### src/rtl/ai_compare_sequencer.sv
// Template-compare sequencer: walks enabled templates, issues one comparison each,
// tracks the best unsigned score and publishes it with a done pulse.
module ai_compare_sequencer #(
    parameter int unsigned N_TMPL  = 8,
    parameter int unsigned W       = 32,
    parameter int unsigned TIMEOUT = 4096
) (
    input  logic         clk,
    input  logic         rst,
    input  logic         start,
    input  logic         abort,
    input  logic [7:0]   tmpl_mask,
    input  logic [W-1:0] sum_out,
    input  logic         sum_out_rdy,
    output logic         init,
    output logic         calc_start,
    output logic [2:0]   tmpl_sel,
    output logic         busy,
    output logic         done,
    output logic [3:0]   max,
    output logic [W-1:0] max_score,
    output logic         tmr
);

    localparam int unsigned TW        = (TIMEOUT > 2) ? $clog2(TIMEOUT) : 1;
    localparam logic [2:0]  LastIdx   = 3'(N_TMPL - 1);
    localparam logic [TW-1:0] TimerLast = TW'(TIMEOUT - 1);

    typedef enum logic [2:0] {StIdle, StInit, StScan, StIssue, StWait, StDone} state_e;

    state_e         state_q, state_d;
    logic [2:0]     idx_q, idx_d;
    logic [7:0]     mask_q, mask_d;
    logic [W-1:0]   best_score_q, best_score_d;
    logic [2:0]     best_idx_q, best_idx_d;
    logic           found_q, found_d;
    logic [TW-1:0]  timer_q, timer_d;
    logic [3:0]     max_q, max_d;
    logic [W-1:0]   max_score_q, max_score_d;
    logic           tmr_q, tmr_d;
    logic [TW-1:0]  timer_inc;

    assign timer_inc = timer_q + TW'(1);

    always_comb begin
        state_d      = state_q;
        idx_d        = idx_q;
        mask_d       = mask_q;
        best_score_d = best_score_q;
        best_idx_d   = best_idx_q;
        found_d      = found_q;
        timer_d      = timer_q;
        max_d        = max_q;
        max_score_d  = max_score_q;
        tmr_d        = tmr_q;

        if (abort) begin
            // Abort beats everything, including a start while idle.
            if (state_q != StIdle) begin
                state_d     = StIdle;
                max_d       = 4'b1000;
                max_score_d = '0;
            end
        end else begin
            unique case (state_q)
                StIdle: begin
                    if (start) state_d = StInit;
                end
                StInit: begin
                    idx_d        = '0;
                    best_score_d = '0;
                    best_idx_d   = '0;
                    found_d      = 1'b0;
                    mask_d       = tmpl_mask;
                    tmr_d        = 1'b0;
                    state_d      = StScan;
                end
                StScan: begin
                    if (mask_q[idx_q]) begin
                        state_d = StIssue;
                    end else if (idx_q == LastIdx) begin
                        state_d = StDone;
                    end else begin
                        idx_d = idx_q + 3'd1;
                    end
                end
                StIssue: begin
                    timer_d = '0;
                    state_d = StWait;
                end
                StWait: begin
                    // A result arriving on the timeout cycle still wins.
                    if (sum_out_rdy) begin
                        if (!found_q || (sum_out > best_score_q)) begin
                            best_score_d = sum_out;
                            best_idx_d   = idx_q;
                            found_d      = 1'b1;
                        end
                        if (idx_q == LastIdx) begin
                            state_d = StDone;
                        end else begin
                            idx_d   = idx_q + 3'd1;
                            state_d = StScan;
                        end
                    end else if (timer_inc == TimerLast) begin
                        tmr_d   = 1'b1;
                        state_d = StDone;
                    end else begin
                        timer_d = timer_inc;
                    end
                end
                StDone: begin
                    max_d       = {!found_q, best_idx_q};
                    max_score_d = found_q ? best_score_q : '0;
                    state_d     = StIdle;
                end
                default: state_d = StIdle;
            endcase
        end
    end

    always_ff @(posedge clk or posedge rst) begin
        if (rst) begin
            state_q      <= StIdle;
            idx_q        <= '0;
            mask_q       <= '0;
            best_score_q <= '0;
            best_idx_q   <= '0;
            found_q      <= 1'b0;
            timer_q      <= '0;
            max_q        <= 4'b1000;
            max_score_q  <= '0;
            tmr_q        <= 1'b0;
        end else begin
            state_q      <= state_d;
            idx_q        <= idx_d;
            mask_q       <= mask_d;
            best_score_q <= best_score_d;
            best_idx_q   <= best_idx_d;
            found_q      <= found_d;
            timer_q      <= timer_d;
            max_q        <= max_d;
            max_score_q  <= max_score_d;
            tmr_q        <= tmr_d;
        end
    end

    assign init       = (state_q == StInit);
    assign calc_start = (state_q == StIssue);
    assign busy       = (state_q != StIdle);
    assign done       = (state_q == StDone);
    assign tmpl_sel   = idx_q;
    assign max        = max_q;
    assign max_score  = max_score_q;
    assign tmr        = tmr_q;

endmodule

### config.mk
export PLATFORM = sky130hd
export DESIGN_NAME = ai_compare_sequencer
export DESIGN_NICKNAME = d
export VERILOG_FILES = /design/src/rtl/ai_compare_sequencer.sv
export SDC_FILE = /design/constraint.sdc
export NUM_CORES = 1
export LEC_CHECK = 0
export BUFFER_PORTS_ARGS = -buffer_cell sky130_fd_sc_hd__buf_2
export CORE_UTILIZATION = 34
export DETAILED_ROUTE_END_ITERATION = 7
export HOLD_SLACK_MARGIN = 0.02
export SETUP_SLACK_MARGIN = 0.4
export SLEW_MARGIN = 20
export SYNTH_ARGS = -nofsm -noshare
export SYNTH_HDL_FRONTEND = slang
export SYNTH_SLANG_ARGS = --single-unit
### constraint.sdc
create_clock -name clk -period 3.04 [get_ports clk]
set_input_delay 0.152 -clock clk [delete_from_list [all_inputs] [get_ports clk]]
set_output_delay 0.152 -clock clk [all_outputs]
set_load 0.01 [all_outputs]
### After elaboration in Yosys (flattened, before gate mapping)

Index checks and enable logic that the tools add are counted.

* div/mod/pow operators: 0
* $add $sub $neg: 2
* bitwise logic cells: 1
* eq/ne operators: 17
* shift-type cells: 0
* multiplexer cells: 37
* $mul: 0
* reduce and logical (&&, ||, !) cells: 15
* order comparisons: 2

Operators by type and width (number)
* 32-bit two-way mux: 6
* 32-bit one-hot mux with 2 select lines: 1
* 3-bit two-way mux: 13
* 32-bit > comparator: 1
* 12-bit two-way mux: 2
* 12-bit one-hot mux with 2 select lines: 1
* 4-bit AND reduction: 5
* 3-bit one-hot mux with 5 select lines: 1
* 12-bit by 1-bit adder with 12-bit output (second input constant): 1
* 12-bit equality test (second input constant): 1
* 4-bit two-way mux: 3
* 2-bit != test (second input constant): 6
* 3-bit equality test (second input constant): 3
* 3-bit one-hot mux with 3 select lines: 1
* 4-bit != test (second input constant): 2
* 3-bit by 2-bit equality test with 1-bit output (second input constant): 2
* 3-bit one-hot mux with 2 select lines: 1
* 2-bit nonzero test: 3
* 3-bit nonzero test: 2
* 1-bit two-way mux: 5
* 3-bit by 4-bit less-than comparator with 1-bit output (second input constant): 1
* 1-bit one-hot mux with 2 select lines: 2
* 2-bit AND reduction: 2
* 3-bit by 1-bit adder with 3-bit output (second input constant): 1
* other kinds (8): 8

* memories kept: 0
* ROM bits: 0
* RAM bits: 0
* bits in latches: 0
* output and inout port bits: 44
* input port bits: 45
* register bits: 99

### Logic depth before layout (Yosys ltp)

Gate-level depths: netlist (run 1).

* word-level depth: 6
* gate-level depth with buffers: 10
* depth with buffers taken out: 8

### Worst setup path before layout (run 1)

OpenSTA, ideal clock, no wires.

* path kind: register to register
* from: reg timer_q[1]
* to: reg timer_q[11]
* path slack: 921 ps
* arrival: 1993 ps
* data required time: 2914 ps
* cell stages (with the launch flop): 8
* period minus slack after synthesis: 2119 ps
* path through: dfrtp_1 > ha_1 > nand4_1 > o2111ai_1 > or3b_4 > a21oi_4 > nor2b_2 > a221o_1

* word-level cells in the longest chain between the ends: 4
* elaborated cells between the ends (all ways): 7
* classes of those cells: add/sub: 1; eq/ne: 2; mux: 3; reduce/logical: 1

RTL lines
* from (decl): line 37 `logic [TW-1:0] timer_q, timer_d;`
* from (signal assigned): line 141 `timer_q <= timer_d;`
* 12-bit by 1-bit adder with 12-bit output (*): line 43 `assign timer_inc = timer_q + TW'(1);`
* 12-bit equality test or 12-bit two-way mux (tied branches): line 105 `end else if (timer_inc == TimerLast) begin`
* 2-bit != test (no line) or 12-bit two-way mux (tied branches)
* 4-bit AND reduction (no line) or 12-bit one-hot mux with 2 select lines (tied branches)

Every way passes the cells marked *; elsewhere a longest branch is shown, timed or not. The select of a mux whose other input is x is not followed.
A chain may end at the register's enable or synchronous reset.

### Worst setup path after layout (run 1)

* from: reg timer_q[1]
* to: reg timer_q[10]

The elaborated chain is that of the path after synthesis.

==> out/results.tsv, run 1 <==
metric	value	unit
final setup TNS	0	ps
post-layout min period	2490	ps
RR Startpoint	timer_q[1]	
first-pass GRT wire length	28.6	mm
final worst path period share	82.0	%
min-delay src	tmpl_mask[1]	
Avg Vias per Cell	5.90	
dpl ws	549	ps
CP Class	flip-flop to flip-flop	
Compound-Gate Fraction of Synth Area	23.7	%
vias	5489	
largest family of logic cells by synthesized area	compound AO/OA/AOI/OAI gates	
die height	137	um
port bufs	88	
hold depth	2	
Hold WC Path Type	input pin to flip-flop	
EDFF count, synth	0	
Fin Clk Skew	8.35	ps
hpwl dp	11.6	mm
Critical Path RT	3260	ps
Die W	137	um
simple-gate share of the synthesized area	17.8	%
largest net degree at the start of global routing	71	
H-tree levels	3	
Total Power	4.95	mW
Worst VDD drop	0.275	mV
post-synth cell types	71	
yosys warns	0	
DR WL/cell	18.7	um
static leakage	3.24	nW
synthesis-stage register bit count	99	
sequential fraction of the synthesis area	40.3	%
Synth Flop Type	dfrtp_1	
post-synthesis mux area share	3.23	%
CTS tree	done	
number of remaining DRC errors	0	
crit-path max FO	8	
status	finished, final reports clean	
endpoints failing setup	0	
R2R Path End	timer_q[10]	
CTS max path bufs	2	
Pre-antenna DRT Iters	5	
core area	0.0175	mm2
crit path launch type	flip-flop	
CTS Buf Count	9	
final setup margin	546	ps
drt initial violations	463	
Max Cap Viol	0	
final hold violations	0	
synthesized cell area	0.00615	mm2
worst-margin pin slew	722	ps
Area Growth Syn to Fin	15.3	%
effective utilization at floorplan	35.2	%
Syn Inst Count	635	
RSZ-0062 raised after global routing	yes	
NumNets Final	781	
Critical Path Max Stage Delay	490	ps
worst-case reg-to-reg path depth	7	
Worst Hold Slack	34.1	ps
Crit path max-delay family	compound AO/OA/AOI/OAI gates	
CP max stage cell	dfrtp_1	
die area	0.0186	mm2
Final Max Tran Viols	0	
xor-xnor portion of the synthesized cell area	0.142	%
Overflow after GRT	0	
Hold EP	mask_q[1]	
mean post-synth cell area	9.69	um2
top achievable clock speed	0.401	GHz
GRT Util Overall	19.5	%
Reg2Reg Setup Slack	550	ps
crit path cell chain	ha_2 > nand4_1 > o2111ai_1 > or3b_4 > a21oi_4 > nor2b_2 > a221o_1	
# clock sinks	99	
global placer's final weighted congestion	0.845	
Worst slew margin	51.8	%
P per Cell Area	698	mW/mm2
# IOs	89	
Worst-path clk slew	70	ps
clock latency at the later pin of the worst-skew pair	350	ps
antenna-violating nets left	0	
routed wire length	17.4	mm
vias in the first global route	5473	
FP Rows	48	
ratio of cells with drive above 1 in the final layout	22.7	%
Arrival @ worst endpoint	2720	ps
initial antenna violation count	0	
adder-cell share of the synthesized area	7.32	%
Root Buffer	clkbuf_16	
CP bufs+invs	0	
Post-Syn Nets	716	
Setup crit end kind	flip-flop	
Post-synth ARST share	100	%
Yosys cell counts, types with 3 or more instances:
| cell | number | area share (%) |
|---|---|---|
| mux2i_1 | 5 | 0.81 |
| nand2b_1 | 4 | 0.41 |
| o211ai_1 | 3 | 0.37 |
| nor2b_1 | 6 | 0.61 |
| and2_1 | 7 | 0.71 |
| nand4_1 | 11 | 1.1 |
| nor4b_1 | 3 | 0.43 |
| o2111ai_1 | 37 | 5.3 |
| inv_1 | 42 | 2.6 |
| mux2_2 | 8 | 1.5 |
| buf_4 | 5 | 0.61 |
| ha_1 | 36 | 7.3 |
| a31oi_1 | 3 | 0.31 |
| dfrtp_1 | 98 | 40 |
| and3_1 | 4 | 0.41 |
| nor2_1 | 45 | 2.7 |
| a221o_1 | 3 | 0.49 |
| a21oi_1 | 19 | 1.5 |
| a21o_1 | 5 | 0.61 |
| o21a_1 | 3 | 0.37 |
| clkbuf_1 | 24 | 1.5 |
| buf_6 | 6 | 1.1 |
| o21ai_0 | 10 | 0.81 |
| a41oi_1 | 35 | 5.0 |
| buf_2 | 21 | 1.7 |
| nor3_1 | 3 | 0.24 |
| nand3_1 | 77 | 6.3 |
| nand2_1 | 24 | 1.5 |
| a22o_1 | 35 | 5.0 |
state kept, by name (all words and copies together) (netlist names):
| signal | count |
|---|---|
| best_score_q | 32 |
| best_idx_q | 3 |
| found_q | 1 |
| max | 4 |
| state_q | 3 |
| mask_q | 8 |
| tmpl_sel | 3 |
| timer_q | 12 |
| max_score | 32 |
| tmr | 1 |
worst register-to-register path, cell delays in order, from the launching register on:
cell and delay (ps):
dfrtp_1 490, ha_2 320, nand4_1 220, o2111ai_1 170, or3b_4 430, a21oi_4 280, nor2b_2 110, a221o_1 360
cell families (layout without fill, tap and decap cells):
group,count (synthesis),count (layout)
buffers and inverters,99,168
AOI/OAI and AO/OA,178,178
and+or+nand+nor,206,206
muxes,16,16
DFF,99,99
other,0,1
adders and majority gates,36,36
xor gates and xnor gates,1,1
final cells by class:
cell class,instances,area [um2]
antenna,1,2.50
clock buffer,12,267
clock inverter,3,46.3
fill,1697,10400
inverter,43,165
multi-input combinational,437,3230
sequential,99,2480
tap,225,282
timing repair buffer,110,621
through the flow:
step	util [%]	area [um2]	std cells
4_1_cts	40.5	7080	929
3_5_place_dp	38.7	6760	913
2_1_floorplan	-	6160	635
6_report	40.6	7100	930
5_1_grt	40.6	7090	929
3_3_place_gp	38.7	6760	913
report_power, final:
part | internal, mW | switching, mW | total (mW)
Combinational | 0.725 | 1.15 | 1.87
Sequential | 1.58 | 0.274 | 1.86
Clock | 0.704 | 0.522 | 1.23
layout by cell type (no fill, tap or decap), types with 24 or more instances in the layout:
cell type  count
dfrtp_1       98
nand2_1       24
a41oi_1       35
inv_1         41
ha_1          35
a22o_1        35
nor2_1        45
o2111ai_1     37
buf_2         88
nand3_1       77
per-layer routing:
metal  GRT usage, %  part of all wire, %
met5              0                    0
met1           27.5                   46
met4           7.04                  1.9
met2           29.8                   46
met3           3.44                  5.6
worst max path at each step:
| stage | from | end | slack [ps] | cells past startpoint |
|---|---|---|---|---|
| finish | timer_q[1] | timer_q[10] | 550 | 7 |
| global route | best_score_q[14] | best_score_q[18] | 380 | 8 |
| CTS | timer_q[1] | timer_q[10] | 510 | 7 |
| detailed placement | timer_q[1] | timer_q[10] | 550 | 7 |
| global placement | timer_q[1] | timer_q[11] | 590 | 7 |
| floorplan | timer_q[1] | timer_q[11] | 920 | 7 |
what timing repair did:
action | 4_1_cts | 5_1_grt
setup buffers | 0 | 0
setup endpoints to repair | 0 | 29
hold buffers | 1 | 0
hold endpoints to repair | 28 | 0
resized for setup | 0 | 3
(Power assumes the default switching activity.)
==> run 2: changes to the inputs <==
- clock period: 3.04 -> 2.1 ns (I/O delays scaled with it)
==> out/results.tsv, run 2 (synthesized netlist as in run 1, its figures left out) <==
metric	value	unit
routed wire length	22.0	mm
Max Cap Viol	0	
RR Startpoint	best_score_q[7]	
Critical Path RT	2320	ps
Worst slew margin	65.2	%
port bufs	88	
top achievable clock speed	0.440	GHz
# IOs	89	
Hold WC Path Type	input pin to flip-flop	
effective utilization at floorplan	35.2	%
vias	6324	
Arrival @ worst endpoint	2500	ps
number of remaining DRC errors	0	
CTS Buf Count	9	
final hold violations	0	
Setup crit end kind	flip-flop	
NumNets Final	927	
Pre-antenna DRT Iters	6	
Die W	137	um
first-pass GRT wire length	32.1	mm
post-layout min period	2270	ps
Avg Vias per Cell	5.88	
Worst-path clk slew	70	ps
status	finished, violations left	
endpoints failing setup	35	
clock latency at the later pin of the worst-skew pair	350	ps
FP Rows	48	
Placed Instances	986	
initial antenna violation count	0	
die height	137	um
min-delay src	sum_out[10]	
final setup margin	-171	ps
worst-margin pin slew	521	ps
Final Util	54.2	%
Critical Path Source	best_score_q[7]	
crit-path max FO	8	
commonest non-fill, non-tap cell in the layout	buf_4	
final worst path period share	108	%
Fillers	1448	
Area Growth Syn to Fin	53.9	%
Worst Hold Slack	31.3	ps
CTS max path bufs	2	
Reg2Reg Setup Slack	-170	ps
Final Max Tran Viols	0	
global placer's final weighted congestion	0.834	
static leakage	4.16	nW
H-tree levels	3	
# diodes	0	
ratio of cells with drive above 1 in the final layout	48.4	%
final instance count without filler cells	1076	
RSZ-0062 raised after global routing	yes	
Worst VDD drop	0.637	mV
CP Class	flip-flop to flip-flop	
GRT Util Overall	22.0	%
largest net degree at the start of global routing	61	
failing checks	negative setup slack	
drt initial violations	575	
die area	0.0186	mm2
P per Cell Area	975	mW/mm2
antenna-violating nets left	0	
dpl ws	-164	ps
DR WL/cell	20.4	um
Fin Clk Skew	9.53	ps
core area	0.0175	mm2
Root Buffer	clkbuf_16	
Overflow after GRT	0	
final setup TNS	-4180	ps
vias in the first global route	6184	
# clock sinks	99	
commonest non-fill, non-tap cells in the layout	buf_4 (109), dfrtp_1 (92), buf_2 (86), nand3_1 (71), nor2_1 (38)	
CTS tree	done	
hpwl dp	12.4	mm
crit path launch type	flip-flop	
==> run 2: changes by cell type in the layout (fill, tap and decap cells not counted), moves of 10 or more <==
| cell | previous run | this run |
|---|---|---|
| inv_2 | 1 | 11 |
| ha_4 | 0 | 16 |
| ha_1 | 35 | 20 |
| a41oi_2 | 1 | 35 |
| a41oi_1 | 35 | 1 |
| buf_4 | 20 | 109 |
| inv_1 | 41 | 30 |
| buf_6 | 0 | 29 |
==> run 2: timing repair <==
action,in CTS,in global routing
hold buffers,9,0
hold endpoints to repair,27,0
gates cloned,5,11
resized for setup,86,101
endpoints found under the setup margin,94,97
setup buffers,21,28
pin swaps,20,74
==> run 2: stage by stage <==
| stage | instance area [um2] | power, mW |
|---|---|---|
| 4_1_cts | 8560 | 8.29 |
| 6_report | 9470 | 9.23 |
| 5_1_grt | 9470 | 9.67 |
| 2_1_floorplan | 6280 | 4.65 |
| 3_5_place_dp | 7470 | 5.94 |
| 3_3_place_gp | 7470 | 5.85 |
==> run 2: layer usage <==
metal / GRT usage [%] / wire length [um] / vias to the layer above
met5: 0 / 0 / -
met2: 34.9 / 10700 / 249
li1: - / - / 2850
met3: 3.33 / 1160 / 54
met4: 10.2 / 563 / 0
met1: 29.6 / 9590 / 3171
==> run 2: area by class of cell <==
type / count / area [um2] / share of cell area, %
well taps: 225 / 282 / 2.97
repair buffers: 256 / 2170 / 23.0
flip-flops and latches: 99 / 2490 / 26.3
clock buffers: 14 / 254 / 2.68
multi-input cells: 437 / 4070 / 43.0
clock inverters: 2 / 35.0 / 0.370
inverters: 43 / 168 / 1.77
==> run 2: worst max-delay path, cell delays in order (launching register included) <==
cell,delay (ps)
dfrtp_1,370
inv_2,60
ha_4,270
nand4_1,230
buf_4,230
a21oi_2,150
o211ai_1,180
buf_4,220
buf_8,160
a41oi_2,170
nand3_1,100
==> run 2: path summary, 6_finish.rpt <==
kind                               endpoint  depth (start not counted)
max reg2reg                best_score_q[18]                         10
min in group asynchronous        timer_q[9]                          3
max in group asynchronous      max_score[7]                          4
min                        best_score_q[10]                          3
max                        best_score_q[18]                         10
min reg2reg                      timer_q[6]                          1
==> run 2: where the power goes <==
group / internal, mW / switching (mW) / leakage (nW)
clock network: 0.959 / 0.740 / 0.141
logic: 2.34 / 2.58 / 2.84
registers: 2.30 / 0.306 / 1.18
